**src/rtl/i2s_pkg.sv**
```systemverilog
// i2s_pkg
// Shared definitions for the I2S transmit and capture paths.
//   DEF_DATA_W        default PCM sample width
//   DEF_SLOT_W        default SCK periods per channel slot
//   DEF_BCLK_HALF_DIV default system clocks per SCK half period
//   sample_pair_t     left/right sample pair at the default width
//   frame_bits()      SCK periods in one stereo frame for a given slot width
package i2s_pkg;

   localparam int DEF_DATA_W        = 24;
   localparam int DEF_SLOT_W        = 32;
   localparam int DEF_BCLK_HALF_DIV = 4;

   typedef struct packed {
      logic [DEF_DATA_W-1:0] left;
      logic [DEF_DATA_W-1:0] right;
   } sample_pair_t;

   // One frame is a left slot followed by a right slot.
   function automatic int frame_bits(input int slot_w);
      return slot_w + slot_w;
   endfunction

endpackage

```
**src/rtl/i2s_sck_gen.sv**
```systemverilog
// i2s_sck_gen
// Bus-master bit clock generator. Divides the system clock down to SCK and
// flags the system-clock cycle in which SCK is about to fall, so that the
// data side can update WS/SD on the same edge that SCK goes low.
// Ports:
//   clk_i      in   system clock
//   rst_i      in   asynchronous active-high reset
//   sck_o      out  bit clock (registered), 0 in reset
//   fall_stb_o out  high in the cycle whose closing edge drives SCK low
module i2s_sck_gen
   import i2s_pkg::*;
#(
   parameter int HALF_DIV = DEF_BCLK_HALF_DIV
) (
   input  logic clk_i,
   input  logic rst_i,
   output logic sck_o,
   output logic fall_stb_o
);

   localparam int            DW = (HALF_DIV > 1) ? $clog2(HALF_DIV) : 1;
   localparam logic [DW-1:0] TC = DW'(HALF_DIV - 1);

   logic [DW-1:0] r_div;
   logic          r_sck;
   logic          w_tc;

   assign w_tc = (r_div == TC);

   // Half-period counter; SCK toggles at terminal count.
   always_ff @(posedge clk_i or posedge rst_i) begin
      if (rst_i) begin
         r_div <= {DW{1'b0}};
         r_sck <= 1'b0;
      end else if (w_tc) begin
         r_div <= {DW{1'b0}};
         r_sck <= ~r_sck;
      end else begin
         r_div <= r_div + DW'(1);
      end
   end

   assign sck_o      = r_sck;
   // Terminal count while high means this edge is the falling one.
   assign fall_stb_o = w_tc & r_sck;

endmodule

```
**src/rtl/i2s_tx_24.sv**
```systemverilog
// i2s_tx_24
// Philips-format I2S transmitter, bus master. Accepts left/right PCM pairs on
// a valid/ready handshake into a one-deep holding register, moves the pair to
// the frame register at each frame boundary, and shifts it out MSB first with
// a one-SCK delay after each WS transition. An empty holding register at a
// boundary sends a silent frame and flags underrun.
// Ports:
//   clk_i           in   system clock (27 MHz)
//   rst_i           in   asynchronous active-high reset
//   left_sample_i   in   left PCM sample
//   right_sample_i  in   right PCM sample
//   sample_valid_i  in   sample pair present
//   sample_ready_o  out  holding register empty
//   sck_o           out  I2S bit clock
//   ws_o            out  word select, 0 = left, 1 = right
//   sd_o            out  serial data, changes on SCK fall
//   frame_stb_o     out  one-cycle pulse at each frame start
//   underrun_o      out  one-cycle pulse when a frame starts with no pair
module i2s_tx_24
   import i2s_pkg::*;
#(
   parameter int DATA_W        = DEF_DATA_W,
   parameter int SLOT_W        = DEF_SLOT_W,
   parameter int BCLK_HALF_DIV = DEF_BCLK_HALF_DIV
) (
   input  logic              clk_i,
   input  logic              rst_i,
   input  logic [DATA_W-1:0] left_sample_i,
   input  logic [DATA_W-1:0] right_sample_i,
   input  logic              sample_valid_i,
   output logic              sample_ready_o,
   output logic              sck_o,
   output logic              ws_o,
   output logic              sd_o,
   output logic              frame_stb_o,
   output logic              underrun_o
);

   localparam int            NBITS   = frame_bits(SLOT_W);
   localparam int            BW      = $clog2(NBITS);
   localparam int            IW      = (DATA_W > 1) ? $clog2(DATA_W) : 1;
   localparam logic [BW-1:0] B_LAST  = BW'(NBITS - 1);
   localparam logic [BW-1:0] L_FIRST = BW'(1);
   localparam logic [BW-1:0] L_LAST  = BW'(DATA_W);
   localparam logic [BW-1:0] R_FIRST = BW'(SLOT_W + 1);
   localparam logic [BW-1:0] R_LAST  = BW'(SLOT_W + DATA_W);
   localparam logic [BW-1:0] WS_EDGE = BW'(SLOT_W);
   localparam logic [IW-1:0] MSB_IDX = IW'(DATA_W - 1);

   logic              w_fall_stb;
   logic              w_accept;
   logic              w_load;
   logic [BW-1:0]     w_b_next;
   logic [IW-1:0]     w_lidx;
   logic [IW-1:0]     w_ridx;
   logic              w_sd_next;

   logic [BW-1:0]     r_b;
   logic              r_ws;
   logic              r_sd;
   logic              r_empty;
   logic [DATA_W-1:0] r_hold_l;
   logic [DATA_W-1:0] r_hold_r;
   logic [DATA_W-1:0] r_frame_l;
   logic [DATA_W-1:0] r_frame_r;
   logic              r_frame_stb;
   logic              r_underrun;

   i2s_sck_gen #(
      .HALF_DIV (BCLK_HALF_DIV)
   ) u_sck_gen (
      .clk_i      (clk_i),
      .rst_i      (rst_i),
      .sck_o      (sck_o),
      .fall_stb_o (w_fall_stb)
   );

   assign w_accept = sample_valid_i & r_empty;
   // Frame boundary: the falling SCK on which the bit counter wraps.
   assign w_load   = w_fall_stb & (r_b == B_LAST);

   // Next bit position and the serial bit to present there.
   always_comb begin
      w_b_next  = {BW{1'b0}};
      w_sd_next = 1'b0;
      if (r_b == B_LAST) begin
         w_b_next = {BW{1'b0}};
      end else begin
         w_b_next = r_b + BW'(1);
      end
      // Only meaningful inside the matching data window.
      w_lidx = MSB_IDX - IW'(w_b_next - L_FIRST);
      w_ridx = MSB_IDX - IW'(w_b_next - R_FIRST);
      if ((w_b_next >= L_FIRST) && (w_b_next <= L_LAST)) begin
         w_sd_next = r_frame_l[w_lidx];
      end else if ((w_b_next >= R_FIRST) && (w_b_next <= R_LAST)) begin
         w_sd_next = r_frame_r[w_ridx];
      end else begin
         w_sd_next = 1'b0;
      end
   end

   // Bit counter, WS and SD all move together on the falling SCK.
   always_ff @(posedge clk_i or posedge rst_i) begin
      if (rst_i) begin
         r_b  <= B_LAST;
         r_ws <= 1'b1;
         r_sd <= 1'b0;
      end else if (w_fall_stb) begin
         r_b  <= w_b_next;
         r_ws <= (w_b_next >= WS_EDGE);
         r_sd <= w_sd_next;
      end
   end

   // Holding register; an accept in the load cycle lands here for next frame.
   always_ff @(posedge clk_i or posedge rst_i) begin
      if (rst_i) begin
         r_empty  <= 1'b1;
         r_hold_l <= {DATA_W{1'b0}};
         r_hold_r <= {DATA_W{1'b0}};
      end else if (w_accept) begin
         r_empty  <= 1'b0;
         r_hold_l <= left_sample_i;
         r_hold_r <= right_sample_i;
      end else if (w_load) begin
         r_empty  <= 1'b1;
      end
   end

   // Frame register load from the registered empty flag, no bypass.
   always_ff @(posedge clk_i or posedge rst_i) begin
      if (rst_i) begin
         r_frame_l   <= {DATA_W{1'b0}};
         r_frame_r   <= {DATA_W{1'b0}};
         r_frame_stb <= 1'b0;
         r_underrun  <= 1'b0;
      end else begin
         r_frame_stb <= w_load;
         r_underrun  <= w_load & r_empty;
         if (w_load) begin
            if (r_empty) begin
               r_frame_l <= {DATA_W{1'b0}};
               r_frame_r <= {DATA_W{1'b0}};
            end else begin
               r_frame_l <= r_hold_l;
               r_frame_r <= r_hold_r;
            end
         end
      end
   end

   assign sample_ready_o = r_empty;
   assign ws_o           = r_ws;
   assign sd_o           = r_sd;
   assign frame_stb_o    = r_frame_stb;
   assign underrun_o     = r_underrun;

endmodule
```
**config.mk**
```make
export PLATFORM = sky130hd
export DESIGN_NAME = i2s_tx_24
export DESIGN_NICKNAME = d
export VERILOG_FILES = /design/src/rtl/i2s_pkg.sv /design/src/rtl/i2s_sck_gen.sv /design/src/rtl/i2s_tx_24.sv
export SDC_FILE = /design/constraint.sdc
export NUM_CORES = 1
export LEC_CHECK = 0
export BUFFER_PORTS_ARGS = -buffer_cell sky130_fd_sc_hd__buf_2
export CAP_MARGIN = 20
export CORE_ASPECT_RATIO = 0.8
export CORE_UTILIZATION = 53
export DETAILED_ROUTE_END_ITERATION = 10
export PLACE_DENSITY = 0.76
export SETUP_SLACK_MARGIN = 0.2
export SYNTH_ARGS = -nofsm -noshare
export SYNTH_HDL_FRONTEND = slang
export SYNTH_SLANG_ARGS = --single-unit
export TNS_END_PERCENT = 5
```
**constraint.sdc**
```tcl
create_clock -name clk_i -period 3 [get_ports clk_i]
set_input_delay 0.3 -clock clk_i [delete_from_list [all_inputs] [get_ports clk_i]]
set_output_delay 0.3 -clock clk_i [all_outputs]
set_load 0.05 [all_outputs]
```
==> impl_metrics.py <==
metrics = {
    "route": {
        "wire_per_inst_um": 17.2,
        "drt-initial-drc-count": 211,
        "ant_nets": 0,
        "vias_per_cell": 5.97,
        "wirelength_mm": 10.4,
        "vias": 3626,
        "drt_pass1_iterations": 5,
        "drc_errors": 0,
    },
    "sta": {
        "fin_tns_setup_ns": 0,
        "slew_viol_final": 0,
        "slew_headroom_pct": 51.1,
        "hold_violations": 0,
        "fmax_mhz": 380,
        "rsz0062_at_grt": "false",
        "min_period_ns": 2.63,
        "worstMarginPinSlew_ns": 0.732,
        "final.period_utilization_pct": 87.7,
        "skew_ns": 0.0103,
        "setup_viol": 0,
    },
    "synthesis": {
        "synth_edf_count": 0,
        "ys_seq_area_share_pct": 53.1,
        "synthCells": 440,
        "yosysUniqueCellTypes": 60,
        "synth_nets": 494,
        "avgSynthCellArea_um2": 11.8,
        "async_flop_share_pct": 100,
        "yosysWarnings": 0,
        "ys_ff_latch": 110,
        "ys.flop_type": "dfrtp_1",
        "netlist_area_mm2": 0.00520,
    },
    "global_routing": {
        "grt_pass1_vias": 3515,
        "antenna_found_initial": 0,
        "grt_pass1_wl_mm": 17.5,
        "grt_usage_pct": 21.8,
        "grt_start_max_net_pins": 54,
        "grt-ovfl-total": 0,
    },
    "setup_path": {
        "slowest_stage": "dfstp_4",
        "crit_type": "reg -> reg",
        "cp-startpoint": "r_b[0]",
        "critical-path-max-stage-delay_ns": 0.71,
        "r2r_end": "sd_o",
        "worstPathCellList": "inv_1 -> ha_4 -> buf_4 -> inv_1 -> mux4_2 -> a31oi_1 -> o211ai_1 -> o41ai_2 -> o32ai_2",
        "worstRegToRegCells": 9,
        "path_max_fanout": 14,
        "r2r-start": "r_b[0]",
        "endpoint": "sd_o",
        "worstPathRequired_ns": 3.21,
        "cp_common_cell": "inv_1",
        "r2r_slack_ns": 0.37,
        "start_kind": "flip-flop",
        "worstSetupEndpointType": "flip-flop",
        "cp.arrival_ns": 2.85,
    },
    "clock_tree": {
        "ctsHoldBuffers": 0,
        "post_cts_buffers": 0,
        "h-tree-depth": 3,
        "clk_pin_slew_worst_paths_ns": 0.07,
        "cts_tree": "done",
        "cts-root-buf": "clkbuf_16",
        "clk_latency_ns": 0.35,
        "numCtsBuffers": 9,
        "cts_max_path_buffers": 2,
        "clock-sinks": 110,
    },
    "layout": {
        "finalCoreUtilization_pct": 64.2,
        "diodes": 0,
        "final_common_cell": "dfrtp_1",
        "drive_gt1_share_pct": 31.5,
        "layout_common_cells": "102 x dfrtp_1, 56 x buf_2, 48 x mux2_2, 47 x and3_1, 45 x a21o_1",
        "area_delta_synth_final_pct": 14.3,
        "finalNetCount": 541,
    },
    "placed_design": {
        "port_buffers": 56,
        "gp_congestion": 0.940,
        "post-dp-hpwl_mm": 7.31,
    },
    "power_and_ir_drop": {
        "ir_drop_uv": 322,
        "power_mw": 3.44,
        "p_per_area_mw_per_mm2": 578,
        "leakage_nw": 3.27,
    },
    "die": {
        "ios": 57,
        "num_rows": 31,
        "start_util_pct": 56.1,
        "core-area_mm2": 0.00927,
        "die_x_um": 113,
        "die_h_um": 90.6,
        "die_area_mm2": 0.0102,
    },
    "flow_run": {
        "cap_violations": 0,
    },
    "outcome": {
        "status": "finished clean",
    },
    "worst_hold_path": {
        "hold_path_class": "in -> async",
    },
}
[how the worst min path moves through the flow]
stage                                   from            endpoint  slack (ns)  cells past startpoint
after floorplan           u_sck_gen.r_div[0]  u_sck_gen.r_div[0]        0.40                      1
after global placement    u_sck_gen.r_div[0]  u_sck_gen.r_div[0]        0.41                      1
after detailed placement  u_sck_gen.r_div[0]  u_sck_gen.r_div[0]        0.42                      1
after CTS                              rst_i        r_hold_r[18]        0.08                      2
after global routing                   rst_i        r_hold_r[10]        0.12                      2
final                                  rst_i       r_frame_r[14]        0.07                      2
[routing by layer]
layer | wire (um) | track usage (%)
met5 | 0 | 0
met4 | 164 | 7.56
met3 | 558 | 5.57
met2 | 4780 | 32.0
met1 | 4920 | 31.6
[kinds of logic (layout without fill, tap and decap cells)]
logic type / count (synthesis) / in the layout / synth area share, %
simple gates: 115 / 115 / 12.2
flops: 110 / 110 / 53.1
xor+xnor: 6 / 6 / 1.15
compound gates: 101 / 101 / 15.0
buf+inv: 40 / 92 / 3.51
mux: 65 / 65 / 14.4
fa+ha+maj: 3 / 3 / 0.722
[sequential cells by signal, summed over array words and instances, names as in the netlist]
signal / cells
r_frame_l: 24
r_frame_r: 24
r_hold_l: 24
r_hold_r: 24
r_b: 6
u_sck_gen.r_div: 2
frame_stb_o: 1
sample_ready_o: 1
sd_o: 1
u_sck_gen.sck_o: 1
underrun_o: 1
ws_o: 1
[synth_stat cells, types with 7 or more instances]
library cell / number / share of area (%)
a21oi_1: 7 / 0.67
clkbuf_1: 16 / 1.2
mux2i_1: 14 / 2.7
nand2_1: 28 / 2.0
inv_1: 7 / 0.51
o21ai_0: 10 / 0.96
dfrtp_1: 102 / 49
mux2_2: 48 / 10
nor2_1: 15 / 1.1
and3_1: 47 / 5.7
a21o_1: 45 / 6.5
dfstp_2: 8 / 4.0
a211oi_1: 7 / 1.0
buf_2: 11 / 1.1
[where the power goes]
part | leakage, nW | switching (mW) | internal, mW
Sequential | 1.40 | 0.110 | 1.72
Clock | 0.153 | 0.519 | 0.742
Combinational | 1.72 | 0.127 | 0.218
[per-stage QoR]
step                instance area [um2]  cells  setup WS (ns)  hold WS, ns
CTS                                5880    605          0.209       0.0821
finish                             5950    607          0.368       0.0684
floorplan                          5210    440          0.572        0.403
global placement                   5560    589          0.374        0.413
global route                       5950    607          0.255        0.122
detailed placement                 5560    589          0.240        0.417
[area by class of cell]
type                    instances  area (um2)
fillers                       709        3320
flip-flops and latches        110        2770
multi-input cells             290        2280
repair buffers                 67         403
clock buffers                  12         236
well taps                     115         144
clock inverters                 4        80.1
inverters                       9        37.5
[repair_timing]
item,CTS,global route
gates resized for setup,0,3
endpoints found under the setup margin,0,1
hold endpoints to repair,0,0
[critical path: cells and delay by family, from the launching register on]
kind            cells  cell delay, ns
mux                 1            0.30
buf+inv             3            0.55
fa+ha+maj           1            0.33
compound gates      4            0.60
flops               1            0.71
Note: power is estimated with default switching activity, not from simulation.
